## src/rtl/syndrome_gen.sv

```systemverilog
// BCH odd-syndrome generator: Horner-accumulates S1/S3/S5/S7 over GF(2^m), one hard bit per cycle,
// highest-degree bit first, and presents the result with a one-cycle valid.
module syndrome_gen (
  input  logic       i_clk,
  input  logic       i_rst,
  input  logic       i_start,
  input  logic [1:0] i_code,
  input  logic       i_bit,
  input  logic       i_bit_valid,
  output logic       o_busy,
  output logic [9:0] o_S1,
  output logic [9:0] o_S3,
  output logic [9:0] o_S5,
  output logic [9:0] o_S7,
  output logic       o_valid,
  output logic [1:0] o_code
);

  typedef enum logic [1:0] {StIdle, StAcc, StDone} state_e;

  state_e     state_q, state_d;
  logic [1:0] code_q, code_d;
  logic [9:0] cnt_q, cnt_d;
  logic [9:0] s1_q, s1_d, s3_q, s3_d, s5_q, s5_d, s7_q, s7_d;
  logic [9:0] last_idx;
  logic       wide;

  // One multiply-by-alpha step; the result never carries bits at or above m.
  function automatic logic [9:0] mul_alpha(input logic [9:0] v, input logic [1:0] code);
    logic [9:0] r;
    r = '0;
    case (code)
      2'b01:   r = {2'b00, v[6:0], 1'b0} ^ (v[7] ? 10'h01D : 10'h000);
      2'b10:   r = {v[8:0], 1'b0} ^ (v[9] ? 10'h009 : 10'h000);
      default: r = {4'b0000, v[4:0], 1'b0} ^ (v[5] ? 10'h003 : 10'h000);
    endcase
    return r;
  endfunction

  function automatic logic [9:0] mul_pow(input logic [9:0] v, input logic [1:0] code,
                                         input int unsigned j);
    logic [9:0] r;
    r = v;
    for (int unsigned i = 0; i < j; i++) begin
      r = mul_alpha(r, code);
    end
    return r;
  endfunction

  always_comb begin
    case (code_q)
      2'b01:   last_idx = 10'd254;
      2'b10:   last_idx = 10'd1022;
      default: last_idx = 10'd62;
    endcase
  end

  assign wide = (code_q == 2'b10);

  always_comb begin
    state_d = state_q;
    code_d  = code_q;
    cnt_d   = cnt_q;
    s1_d    = s1_q;
    s3_d    = s3_q;
    s5_d    = s5_q;
    s7_d    = s7_q;
    unique case (state_q)
      StIdle: begin
        if (i_start) begin
          state_d = StAcc;
          code_d  = i_code;
          cnt_d   = '0;
          s1_d    = '0;
          s3_d    = '0;
          s5_d    = '0;
          s7_d    = '0;
        end
      end
      StAcc: begin
        if (i_bit_valid) begin
          cnt_d = cnt_q + 10'd1;
          s1_d  = mul_pow(s1_q, code_q, 1) ^ {9'd0, i_bit};
          s3_d  = mul_pow(s3_q, code_q, 3) ^ {9'd0, i_bit};
          // S5/S7 only carry meaning for the long code.
          s5_d  = wide ? (mul_pow(s5_q, code_q, 5) ^ {9'd0, i_bit}) : 10'd0;
          s7_d  = wide ? (mul_pow(s7_q, code_q, 7) ^ {9'd0, i_bit}) : 10'd0;
          if (cnt_q == last_idx) begin
            state_d = StDone;
          end
        end
      end
      StDone:  state_d = StIdle;
      default: state_d = StIdle;
    endcase
  end

  always_ff @(posedge i_clk) begin
    if (i_rst) begin
      state_q <= StIdle;
      code_q  <= 2'b00;
      cnt_q   <= '0;
      s1_q    <= '0;
      s3_q    <= '0;
      s5_q    <= '0;
      s7_q    <= '0;
    end else begin
      state_q <= state_d;
      code_q  <= code_d;
      cnt_q   <= cnt_d;
      s1_q    <= s1_d;
      s3_q    <= s3_d;
      s5_q    <= s5_d;
      s7_q    <= s7_d;
    end
  end

  assign o_busy  = (state_q == StAcc);
  assign o_valid = (state_q == StDone);
  assign o_code  = code_q;
  assign o_S1    = s1_q;
  assign o_S3    = s3_q;
  assign o_S5    = s5_q;
  assign o_S7    = s7_q;

endmodule

```

## config.mk

```make
export PLATFORM = sky130hd
export DESIGN_NAME = syndrome_gen
export DESIGN_NICKNAME = d
export VERILOG_FILES = /design/src/rtl/syndrome_gen.sv
export SDC_FILE = /design/constraint.sdc
export NUM_CORES = 1
export LEC_CHECK = 0
export CORE_UTILIZATION = 58
export CTS_BUF_LIST = sky130_fd_sc_hd__clkbuf_4
export CTS_CLUSTER_DIAMETER = 120
export CTS_CLUSTER_SIZE = 14
export DETAILED_ROUTE_END_ITERATION = 10
export GPL_TIMING_DRIVEN = 0
export MAX_ROUTING_LAYER = met4
export PLACE_DENSITY = 0.83
export SETUP_SLACK_MARGIN = 0.1
export SKIP_CTS_REPAIR_TIMING = 1
export SLEW_MARGIN = 20
export SYNTH_ARGS = -nofsm -noshare
export SYNTH_HDL_FRONTEND = slang
export SYNTH_SLANG_ARGS = --single-unit
```

## constraint.sdc

```tcl
create_clock -name i_clk -period 2.8 [get_ports i_clk]
set_clock_uncertainty 0.05 [all_clocks]
set_input_delay 0.42 -clock i_clk [delete_from_list [all_inputs] [get_ports i_clk]]
set_output_delay 0.42 -clock i_clk [all_outputs]
set_load 0.02 [all_outputs]
```

After elaboration in Yosys (flattened, before gate mapping)

Cells that the tools add are included.

Flip-flop bits (word level): 54
Bits in latches: 0
RAM bits: 0
Memory bits (read-only): 0
Input bits: 7
Output and inout port bits: 44
Word-level logic and storage cells: 187
Memories kept: 0

Add/sub/neg operators: 1
$mul: 0
Divide/modulo/power cells: 0
Magnitude comparators: 0
Equality and inequality tests: 8
Shifts and indexed selects: 0
Multiplexer cells: 114
Bitwise operators: 52
Reductions and logical operators: 5

Operators by type and width:

| cell                                                  | number |
|---|---|
| case mux 10 bit (2 select lines)                      | 22 |
| 2-to-1 mux 10 bit                                     | 40 |
| bitwise XOR 10 x 4 -> 10 bit                          | 16 |
| bitwise XOR 8 x 5 -> 8 bit                            | 16 |
| bitwise XOR 6 x 2 -> 6 bit                            | 16 |
| 2-to-1 mux 5 bit                                      | 16 |
| 2-to-1 mux 4 bit                                      | 16 |
| bitwise XOR 10 x 1 -> 10 bit                          | 4 |
| 2-to-1 mux 2 bit                                      | 19 |
| adder 10 x 1 -> 10 bit, second input constant         | 1 |
| equality test 10 bit                                  | 1 |
| AND reduction 3 bit                                   | 2 |
| equality test 2 x 1 -> 1 bit, second input constant   | 2 |
| equality test 2 bit, second input constant            | 2 |
| inequality test 2 bit, second input constant          | 2 |
| case mux 2 bit (2 select lines)                       | 1 |
| logical NOT 2 bit                                     | 1 |
| inequality test 2 x 1 -> 1 bit, second input constant | 1 |
| AND reduction 2 bit                                   | 1 |
| nonzero test 2 bit                                    | 1 |

Longest topological paths before layout

Gate-level depths: netlist of run 1.

Word-level depth: 39
Gate-level depth with buffers: 12

Worst setup path before layout of run 1

OpenSTA, ideal clock, no wires.

Path kind: register -> register
Start: register code_q[0] (netlist: o_code[0])
End: register s7_q[5] (netlist: o_S7[5])
Library setup time: 0.117 ns
Arrival time: 2.339 ns
Required time: 2.633 ns
Path slack: 0.293 ns
Cell stages (with the launch flop): 11
Path buffers: 2
Period minus slack after synthesis: 2.507 ns
Path through: dfxtp_1 -> inv_1 -> ha_1 -> buf_2 -> or2_0 -> clkbuf_1 -> a221oi_2 -> a21oi_1 -> o41ai_1 -> nand3_1 -> a32o_1

Longest elaborated chain between the ends: 34

Ends and longest elaborated chain:

| what                                                                       | line   | RTL |
|---|---|---|
| start: declaration                                                         | 22     | `logic [1:0] code_q, code_d;` |
| start signal: assignment                                                   | 109    | `code_q <= code_d;` |
| equality test 2 bit / equality test 2 x 1 -> 1 bit (equally long branches) | 32, 58 |  |
| case mux 10 bit (2 select lines)                                           | 32     | `case (code)` |
| 2-to-1 mux 10 bit                                                          | 81     | `if (i_bit_valid) begin` |
| 2-to-1 mux 10 bit                                                          | 68     | `unique case (state_q)` |
| 2-to-1 mux 5 bit                                                           | 33     | `2'b01: r = {2'b00, v[6:0], 1'b0} ^ (v[7] ? 10'h01D : 10'h000);` |
| bitwise XOR 8 x 5 -> 8 bit                                                 | 33     |  |
| case mux 10 bit (2 select lines)                                           | 32     |  |
| 2-to-1 mux 10 bit                                                          | 81     |  |
| (+18 left out)                                                             | n/a    |  |
| bitwise XOR 6 x 2 -> 6 bit, or another cell as far along                   | 35     | `default: r = {4'b0000, v[4:0], 1'b0} ^ (v[5] ? 10'h003 : 10'h000);` |
| case mux 10 bit (2 select lines)                                           | 32     |  |
| 2-to-1 mux 10 bit                                                          | 81     |  |
| 2-to-1 mux 10 bit                                                          | 68     |  |
| bitwise XOR 10 x 1 -> 10 bit                                               | 87     | `s7_d = wide ? (mul_pow(s7_q, code_q, 7) ^ {9'd0, i_bit}) : 10'd0;` |
| 2-to-1 mux 10 bit *                                                        | 87     |  |
| 2-to-1 mux 10 bit *                                                        | 81     |  |
| case mux 10 bit (2 select lines) *                                         | 68     |  |
| end signal: assignment                                                     | 106    | `s7_q <= '0;` |
| end signal: assignment                                                     | 114    | `s7_q <= s7_d;` |
| end: declaration                                                           | 24     | `logic [9:0] s1_q, s1_d, s3_q, s3_d, s5_q, s5_d, s7_q, s7_d;` |

Every way passes the cells marked *; elsewhere a longest branch is shown, timed or not. The select of a mux whose other input is x is not followed.
A chain may end at the register's enable or synchronous reset.

Worst setup path in the final report of run 1

Start: register code_q[0] (netlist: o_code[0])
End: register state_q[0]

Longest elaborated chain between the ends: 5

Ends and longest elaborated chain:

| what                                                                       | line | RTL |
|---|---|---|
| equality test 2 bit / equality test 2 x 1 -> 1 bit (equally long branches) | 51   | `case (code_q)` |
| case mux 10 bit (2 select lines) *                                         | 51   |  |
| equality test 10 bit *                                                     | 88   | `if (cnt_q == last_idx) begin` |
| inequality test 2 x 1 -> 1 bit (no line) *                                 | n/a  |  |
| AND reduction 3 bit (no line) *                                            | n/a  |  |
| end signal: assignment                                                     | 100  | `state_q <= StIdle;` |
| end signal: assignment                                                     | 108  | `state_q <= state_d;` |
| end: declaration                                                           | 21   | `state_e state_q, state_d;` |

Every way passes the cells marked *; elsewhere a longest branch is shown, timed or not.

==> results.sh, run 1 <==
export IMPL_power_switching_uw=520.4
export IMPL_overflow=0
export IMPL_place_ws_ns=-0.1158
export IMPL_peakVddDrop_uv=305.6
export IMPL_first_pass_iters=10
export IMPL_crit_top_cell="buf_4"
export IMPL_ys_async_sr_fraction_pct=0
export IMPL_intPower_uw=1064
export IMPL_final_util_pct=73.50
export IMPL_critPathCaptureType="flip-flop"
export IMPL_drt_iter0_markers=821
export IMPL_yosysSeqAreaShare_pct=27.25
export IMPL_cp_arrival_ns=2.93
export IMPL_syn_to_final_growth_pct=19.65
export IMPL_hold_class="flip-flop to flip-flop"
export IMPL_seqPwrFrac_pct=49.5
export IMPL_violations="design-rule violations"
export IMPL_synth_edf_count=0
export IMPL_start_kind="flip-flop"
export IMPL_synthFlopType="dfxtp_1"
export IMPL_via_per_inst=7.036
export IMPL_core_um2=6459
export IMPL_maxSlewViolCount=0
export IMPL_fp_dieW_um=84.71
export IMPL_drc=3
export IMPL_fp_row_count=29
export IMPL_cpPeakStageDelay_ns=0.38
export IMPL_p_leak_uw=0.001679
export IMPL_setup_viol=0
export IMPL_final_cell_area_um2=4747
export IMPL_drtAntennaViolNets=0
export IMPL_die_area_um2=7175
export IMPL_finalHoldViolCount=0
export IMPL_grt_setup_unrepaired="true"
export IMPL_clkPwrFrac_pct=30.2
export IMPL_critical_path_class="flip-flop to flip-flop"
export IMPL_numCtsBuffers=5
export IMPL_diodes=0
export IMPL_final_common_cell="nor2_1"
export IMPL_syn_nets=538
export IMPL_synthCells=527
export IMPL_drt_wl_total_um=13980
export IMPL_gp_congestion=0.9584
export IMPL_min_period_ns=2.701
export IMPL_grt_pass1_wl_um=20810
export IMPL_die_h_um=84.71
export IMPL_ys_seq_elements=54
export IMPL_dp_hpwl_um=9258
export IMPL_dpl_cell_area_um2=4554
export IMPL_cts_max_level=2
export IMPL_required_ns=3.03
export IMPL_fmax_ghz=0.3702
export IMPL_grt_max_degree=18
export IMPL_start_util_pct=61.43
export IMPL_synth_distinct_cells=66
export IMPL_clk_pin_slew_ns=0.17
export IMPL_layout_nets=598
export IMPL_ys_warnings_count=0
export IMPL_drive_gt1_share_pct=9.014
export IMPL_final_cell_mix="nor2_1, dfxtp_1, clkdlybuf4s50_1, a21oi_1, nand2_1"
export IMPL_power_total_uw=1584
export IMPL_cap_viol_max_count=0
export IMPL_cts_buffer_depth=2
export IMPL_slowest_stage="dfxtp_2"
export IMPL_pwr_density_cell_nw_per_um2=333.7
export IMPL_syn_area_um2=3968
export IMPL_setup_slack_ns=0.09860
export IMPL_antenna_found_initial=0
export IMPL_cp_max_fo=10
export IMPL_tightest_slew_ns=0.8756
export IMPL_path_cells="inv_1 -> ha_1 -> clkbuf_4 -> buf_4 -> buf_4 -> buf_6 -> buf_4 -> a21oi_1 -> a21oi_1 -> nand4_1 -> o22ai_2 -> nor3_1"
export IMPL_cts_root_buffer_cell="clkbuf_4"
export IMPL_wl_per_cell_um=21.02
export IMPL_clk_latency_ns=0.40
export IMPL_combPwrFrac_pct=20.3
export IMPL_grt_pass1_vias=4064
export IMPL_io_buffers=49
export IMPL_cts_tree="yes"
export IMPL_swShare_pct=32.85
export IMPL_slew_headroom_pct=41.41
export IMPL_finalCritPeriodShare_pct=96.48
export IMPL_cts_sinks=54
export IMPL_status="finished, violations left"
export IMPL_io_pins=51
export IMPL_syn_avg_cell_area_um2=7.529
export IMPL_dr_total_vias=4679
export IMPL_grtUsageTotal_pct=38.05
worst max-delay path, delay by kind of cell, from the launching register on:
family,cells,cell delay (ns)
AOI/OAI and AO/OA,3,0.42
adders and majority gates,1,0.29
buffers and inverters,6,1.14
and+or+nand+nor,2,0.29
DFF,1,0.38
routing by layer:
layer  vias to the layer above  GRT usage [%]  wire [µm]
met5                         -              -          0
met4                         0          17.26        556
met3                        69          6.293       1941
met2                       408          56.47       6025
met1                      2143          50.66       5453
li1                       2059              -          -
kinds of logic (layout without fill, tap and decap cells):
group / Yosys count / after routing / synth area share [%]
compound gates: 183 / 183 / 32.01
flops: 54 / 54 / 27.25
mux: 10 / 10 / 2.586
fa+ha+maj: 4 / 4 / 1.261
simple gates: 176 / 176 / 22.45
buf+inv: 66 / 127 / 6.938
xor+xnor: 34 / 34 / 7.505
registers in the layout, indices dropped and copies added, names as in the netlist:
register,cells
cnt_q,10
o_S1,10
o_S3,10
o_S5,10
o_S7,10
o_code,2
state_q,2
worst paths after layout:
check | slack, ns | start | cells after the start | to
setup / recovery | 0.1 | o_code[0] | 12 | state_q[0]
setup reg to reg | 0.1 | o_code[0] | 12 | state_q[0]
hold reg to reg | 0.49 | cnt_q[4] | 2 | cnt_q[4]
hold / removal | 0.49 | cnt_q[4] | 2 | cnt_q[4]
power groups by stage:
stage | registers [µW] | clock network [µW] | logic (µW)
2_1_floorplan | 805 | 0 | 177
3_3_place_gp | 800 | 0 | 283
3_5_place_dp | 800 | 0 | 286
4_1_cts | 784 | 476 | 287
5_1_grt | 786 | 505 | 331
6_report | 785 | 478 | 321
stage by stage:
step,TNS (ns),std cells,hold slack (ns)
6_report,0,665,0.4902
5_1_grt,0,665,0.5278
4_1_cts,-0.8407,661,0.4848
3_5_place_dp,-0.4158,653,0.4544
3_3_place_gp,-0.2357,653,0.4452
2_1_floorplan,0,527,0.4222
final cells by class:
| class | count | area [µm²] |
|---|---|---|
| multi-input cells | 407 | 2656 |
| fillers | 541 | 1712 |
| flip-flops and latches | 54 | 1082 |
| repair buffers | 53 | 520.5 |
| plain buffers | 55 | 269.0 |
| well taps | 77 | 96.34 |
| clock inverters | 3 | 43.79 |
| inverters | 11 | 41.29 |
| clock buffers | 5 | 37.54 |
synthesized netlist by cell type, types with 8 or more instances:
master,count,area (µm²)
a21oi_1,44,220.2
a22oi_1,25,187.7
a31oi_1,9,56.30
buf_2,13,65.06
clkbuf_1,37,138.9
dfxtp_1,54,1081
inv_1,11,41.29
mux2i_1,8,80.08
nand2_1,35,131.4
nand2b_1,10,62.56
nand3_1,9,45.04
nor2_1,58,217.7
nor2b_1,16,100.1
nor3_1,9,45.04
o21ai_0,25,125.1
xnor2_1,17,148.9
xor2_1,17,148.9
(Power assumes the default switching activity.)
==> run 2, diff against run 1 <==
- CORE_UTILIZATION: 58 -> 60
- DONT_BUFFER_PORTS: default -> 1
- PLACE_DENSITY: 0.83 -> 0.76
==> results.sh, run 2 (synthesis gave the netlist of run 1 again) <==
export IMPL_status="finished clean"
export IMPL_drive_gt1_share_pct=8.955
export IMPL_use_met3_pct=7.356
export IMPL_hold_class="input pin to flip-flop"
export IMPL_final_cell_area_um2=4230
export IMPL_final_util_pct=66.62
export IMPL_multi_input_area_um2=2644
export IMPL_place_inst=604
export IMPL_grtUsageTotal_pct=38.24
export IMPL_antenna_found_initial=0
export IMPL_clk_pin_slew_ns=0.17
export IMPL_die_h_um=83.32
export IMPL_p_leak_uw=0.001489
export IMPL_cp_arrival_ns=2.88
export IMPL_cts_root_buffer_cell="clkbuf_4"
export IMPL_final_common_cell="nor2_1"
export IMPL_busiest_layer="met2"
export IMPL_regArea_um2=1086
export IMPL_slew_headroom_pct=47.73
export IMPL_start_util_pct=62.48
export IMPL_dr_total_vias=4314
export IMPL_overflow=0
export IMPL_syn_to_final_growth_pct=6.623
export IMPL_maxSlewViolCount=0
export IMPL_grt_setup_unrepaired="false"
export IMPL_critical_path_class="flip-flop to flip-flop"
export IMPL_drt_wl_total_um=13070
export IMPL_layout_nets=546
export IMPL_die_area_um2=6941
export IMPL_via_per_inst=7.038
export IMPL_critPathCaptureType="flip-flop"
export IMPL_grt_pass1_vias=3924
export IMPL_setup_tns_ns=0
export IMPL_gp_congestion=1.001
export IMPL_cts_buffer_depth=2
export IMPL_cts_max_level=2
export IMPL_dpl_cell_area_um2=4064
export IMPL_required_ns=3.05
export IMPL_crit_top_cell="buf_4"
export IMPL_wl_per_cell_um=21.33
export IMPL_cap_viol_max_count=0
export IMPL_fmax_ghz=0.3802
export IMPL_path_buf_inv=4
export IMPL_instances_no_fill=613
export IMPL_finalCritPeriodShare_pct=93.94
export IMPL_slowest_stage="dfxtp_4"
export IMPL_cpPeakStageDelay_ns=0.42
export IMPL_fp_dieW_um=83.32
export IMPL_setup_slack_ns=0.1697
export IMPL_cts_sinks=54
export IMPL_grt_pass1_wl_um=20530
export IMPL_finalHoldViolCount=0
export IMPL_diodes=0
export IMPL_drt_iter0_markers=513
export IMPL_grt_use_met1_pct=51.09
export IMPL_core_um2=6350
export IMPL_first_pass_iters=6
export IMPL_dp_hpwl_um=9038
export IMPL_fp_row_count=29
export IMPL_drc=0
export IMPL_tightest_slew_ns=0.7812
export IMPL_setup_viol=0
export IMPL_io_buffers=0
export IMPL_start_kind="flip-flop"
export IMPL_pwr_density_cell_nw_per_um2=363.1
export IMPL_grt_max_degree=18
export IMPL_place_ws_ns=-0.2974
export IMPL_cp_max_fo=10
export IMPL_peakVddDrop_uv=293.8
export IMPL_clk_latency_ns=0.39
export IMPL_numCtsBuffers=5
export IMPL_io_pins=51
export IMPL_fillers=589
export IMPL_drtAntennaViolNets=0
export IMPL_cts_tree="yes"
export IMPL_min_period_ns=2.630
export IMPL_cpLargestDelayFamily="compound AO/OA/AOI/OAI gates"
export IMPL_path_cells="inv_1 -> ha_1 -> buf_4 -> buf_6 -> buf_4 -> o31ai_1 -> a21oi_1 -> a211oi_1 -> o22ai_1 -> a32o_1"
export IMPL_final_cell_mix="nor2_1, dfxtp_1, a21oi_1, nand2_1, clkbuf_1"
export IMPL_grtUsageMet2_pct=57.15
run 2: path summary, 6_finish.rpt:
check | depth (start not counted) | slack [ns] | end | startpoint
worst max-delay path | 10 | 0.17 | o_S7[4] | o_code[0]
worst min-delay path | 2 | 0.11 | o_code[0] | i_code[0]
worst min register to register | 2 | 0.50 | cnt_q[4] | cnt_q[4]
worst max register to register | 10 | 0.17 | o_S7[4] | o_code[0]
run 2: final cells by class:
class	instances	share of cell area, %
inverter	11	0.9760
multi-input combinational	407	62.50
sequential	54	25.67
buffer	55	6.507
clock buffer	5	0.8873
tap	77	2.277
clock inverter	3	1.006
timing repair buffer	1	0.1775
run 2: power by group:
group	internal [µW]	switching [µW]
sequential	776	14.7
combinational	82.6	204
clock	189	270
run 2: worst reg2reg max path, stage by stage (launching register included):
cell and delay (ns):
dfxtp_4 0.42, inv_1 0.06, ha_1 0.30, buf_4 0.18, buf_6 0.16, buf_4 0.20, o31ai_1 0.35, a21oi_1 0.11
a211oi_1 0.30, o22ai_1 0.14, a32o_1 0.27
run 2: layer usage:
layer | routed length [µm] | up-vias
met5 | 0 | -
li1 | - | 1955
met4 | 369 | 0
met3 | 1534 | 37
met2 | 5865 | 322
met1 | 5304 | 2000
run 2: per-stage QoR:
step                      power (µW)  hold slack [ns]
after floorplan                981.3           0.4222
after global placement          1064           0.4452
after detailed placement        1067           0.4547
after CTS                       1515           0.1136
after global routing            1586           0.1416
final                           1536           0.1076
==> run 3, diff against run 2 <==
- CORE_ASPECT_RATIO: default -> 2
- SLEW_MARGIN: 20 -> default
==> results.sh, run 3 (synthesis gave the netlist of run 1 again) <==
export IMPL_tightest_slew_ns=0.7748
export IMPL_setup_tns_ns=0
export IMPL_grtUsageTotal_pct=42.33
export IMPL_setup_viol=0
export IMPL_gp_congestion=1.020
export IMPL_finalHoldViolCount=0
export IMPL_clk_pin_slew_ns=0.17
export IMPL_finalCritPeriodShare_pct=93.68
export IMPL_critical_path_class="flip-flop to flip-flop"
export IMPL_hold_class="input pin to flip-flop"
export IMPL_clk_latency_ns=0.41
export IMPL_cts_max_level=2
export IMPL_drt_wl_total_um=14050
export IMPL_required_ns=3.09
export IMPL_fp_row_count=41
export IMPL_dr_total_vias=4386
export IMPL_start_kind="flip-flop"
export IMPL_fp_dieW_um=59.50
export IMPL_start_util_pct=62.37
export IMPL_final_cell_mix="nor2_1, dfxtp_1, a21oi_1, nand2_1, clkbuf_1"
export IMPL_die_area_um2=6962
export IMPL_cts_buffer_depth=2
export IMPL_numCtsBuffers=5
export IMPL_pwr_density_cell_nw_per_um2=362.1
export IMPL_cts_root_buffer_cell="clkbuf_4"
export IMPL_drt_iter0_markers=340
export IMPL_slew_headroom_pct=48.16
export IMPL_status="finished clean"
export IMPL_grt_pass1_wl_um=21140
export IMPL_io_pins=51
export IMPL_core_um2=6361
export IMPL_cts_sinks=54
export IMPL_first_pass_iters=7
export IMPL_overflow=0
export IMPL_place_ws_ns=-0.3099
export IMPL_final_common_cell="nor2_1"
export IMPL_via_per_inst=7.029
export IMPL_grt_pass1_vias=4116
export IMPL_layout_nets=548
export IMPL_drtAntennaViolNets=0
export IMPL_setup_slack_ns=0.1769
export IMPL_dp_hpwl_um=10290
export IMPL_cap_viol_max_count=0
export IMPL_power_total_uw=1553
export IMPL_maxSlewViolCount=0
export IMPL_diodes=0
export IMPL_die_h_um=117
export IMPL_min_period_ns=2.623
export IMPL_cp_arrival_ns=2.91
export IMPL_critPathCaptureType="flip-flop"
export IMPL_drive_gt1_share_pct=10.04
export IMPL_cp_max_fo=10
export IMPL_syn_to_final_growth_pct=8.105
export IMPL_wl_per_cell_um=22.51
export IMPL_cts_tree="yes"
export IMPL_grt_setup_unrepaired="true"
export IMPL_drc=0
export IMPL_io_buffers=0
export IMPL_grt_max_degree=19
export IMPL_antenna_found_initial=0
export IMPL_fmax_ghz=0.3812
export IMPL_p_leak_uw=0.001508
export IMPL_peakVddDrop_uv=367.2
## run 3: through the flow
step,hold WS (ns),utilization [%],cells,instance area [µm²]
after global placement,0.4416,64.06,613,4075
after detailed placement,0.4474,64.06,613,4075
after floorplan,0.4222,-,527,3968
final,0.1056,67.43,624,4289
after CTS,0.09658,65.40,621,4160
after global routing,0.1124,67.43,624,4289
## run 3: area by class of cell
cell class / instances / area [µm²]
clock inverter: 3 / 47.55
multi-input combinational: 407 / 2663
sequential: 54 / 1086
buffer: 55 / 284.0
fill: 592 / 2072
tap: 86 / 107.6
clock buffer: 5 / 37.54
timing repair buffer: 3 / 22.52
inverter: 11 / 41.29
## run 3: worst paths after layout
| path | cells past startpoint | slack (ns) | from | endpoint |
|---|---|---|---|---|
| setup / recovery | 10 | 0.18 | o_code[0] | o_S7[0] |
| hold / removal | 2 | 0.11 | i_code[0] | o_code[0] |
| setup reg to reg | 10 | 0.18 | o_code[0] | o_S7[0] |
| hold reg to reg | 2 | 0.50 | cnt_q[4] | cnt_q[4] |
## run 3: layer usage
layer  share of wire (%)  global-route usage, %
met1                  35                  44.17
met2                  50                  71.24
met3                 7.9                  5.714
met4                 7.3                  29.92
met5                   0                      -
## run 3: power by group
group          switching [µW]  internal [µW]
Sequential               14.7            776
Clock                     277            193
Combinational             208           85.1
## run 3: critical path, stage by stage (launching register included)
cell	delay, ns
dfxtp_4	0.41
inv_1	0.08
ha_1	0.19
clkbuf_4	0.23
clkbuf_4	0.23
clkbuf_4	0.24
nand2_1	0.15
nor2_2	0.50
nand2_1	0.11
a221o_1	0.27
o211ai_1	0.09
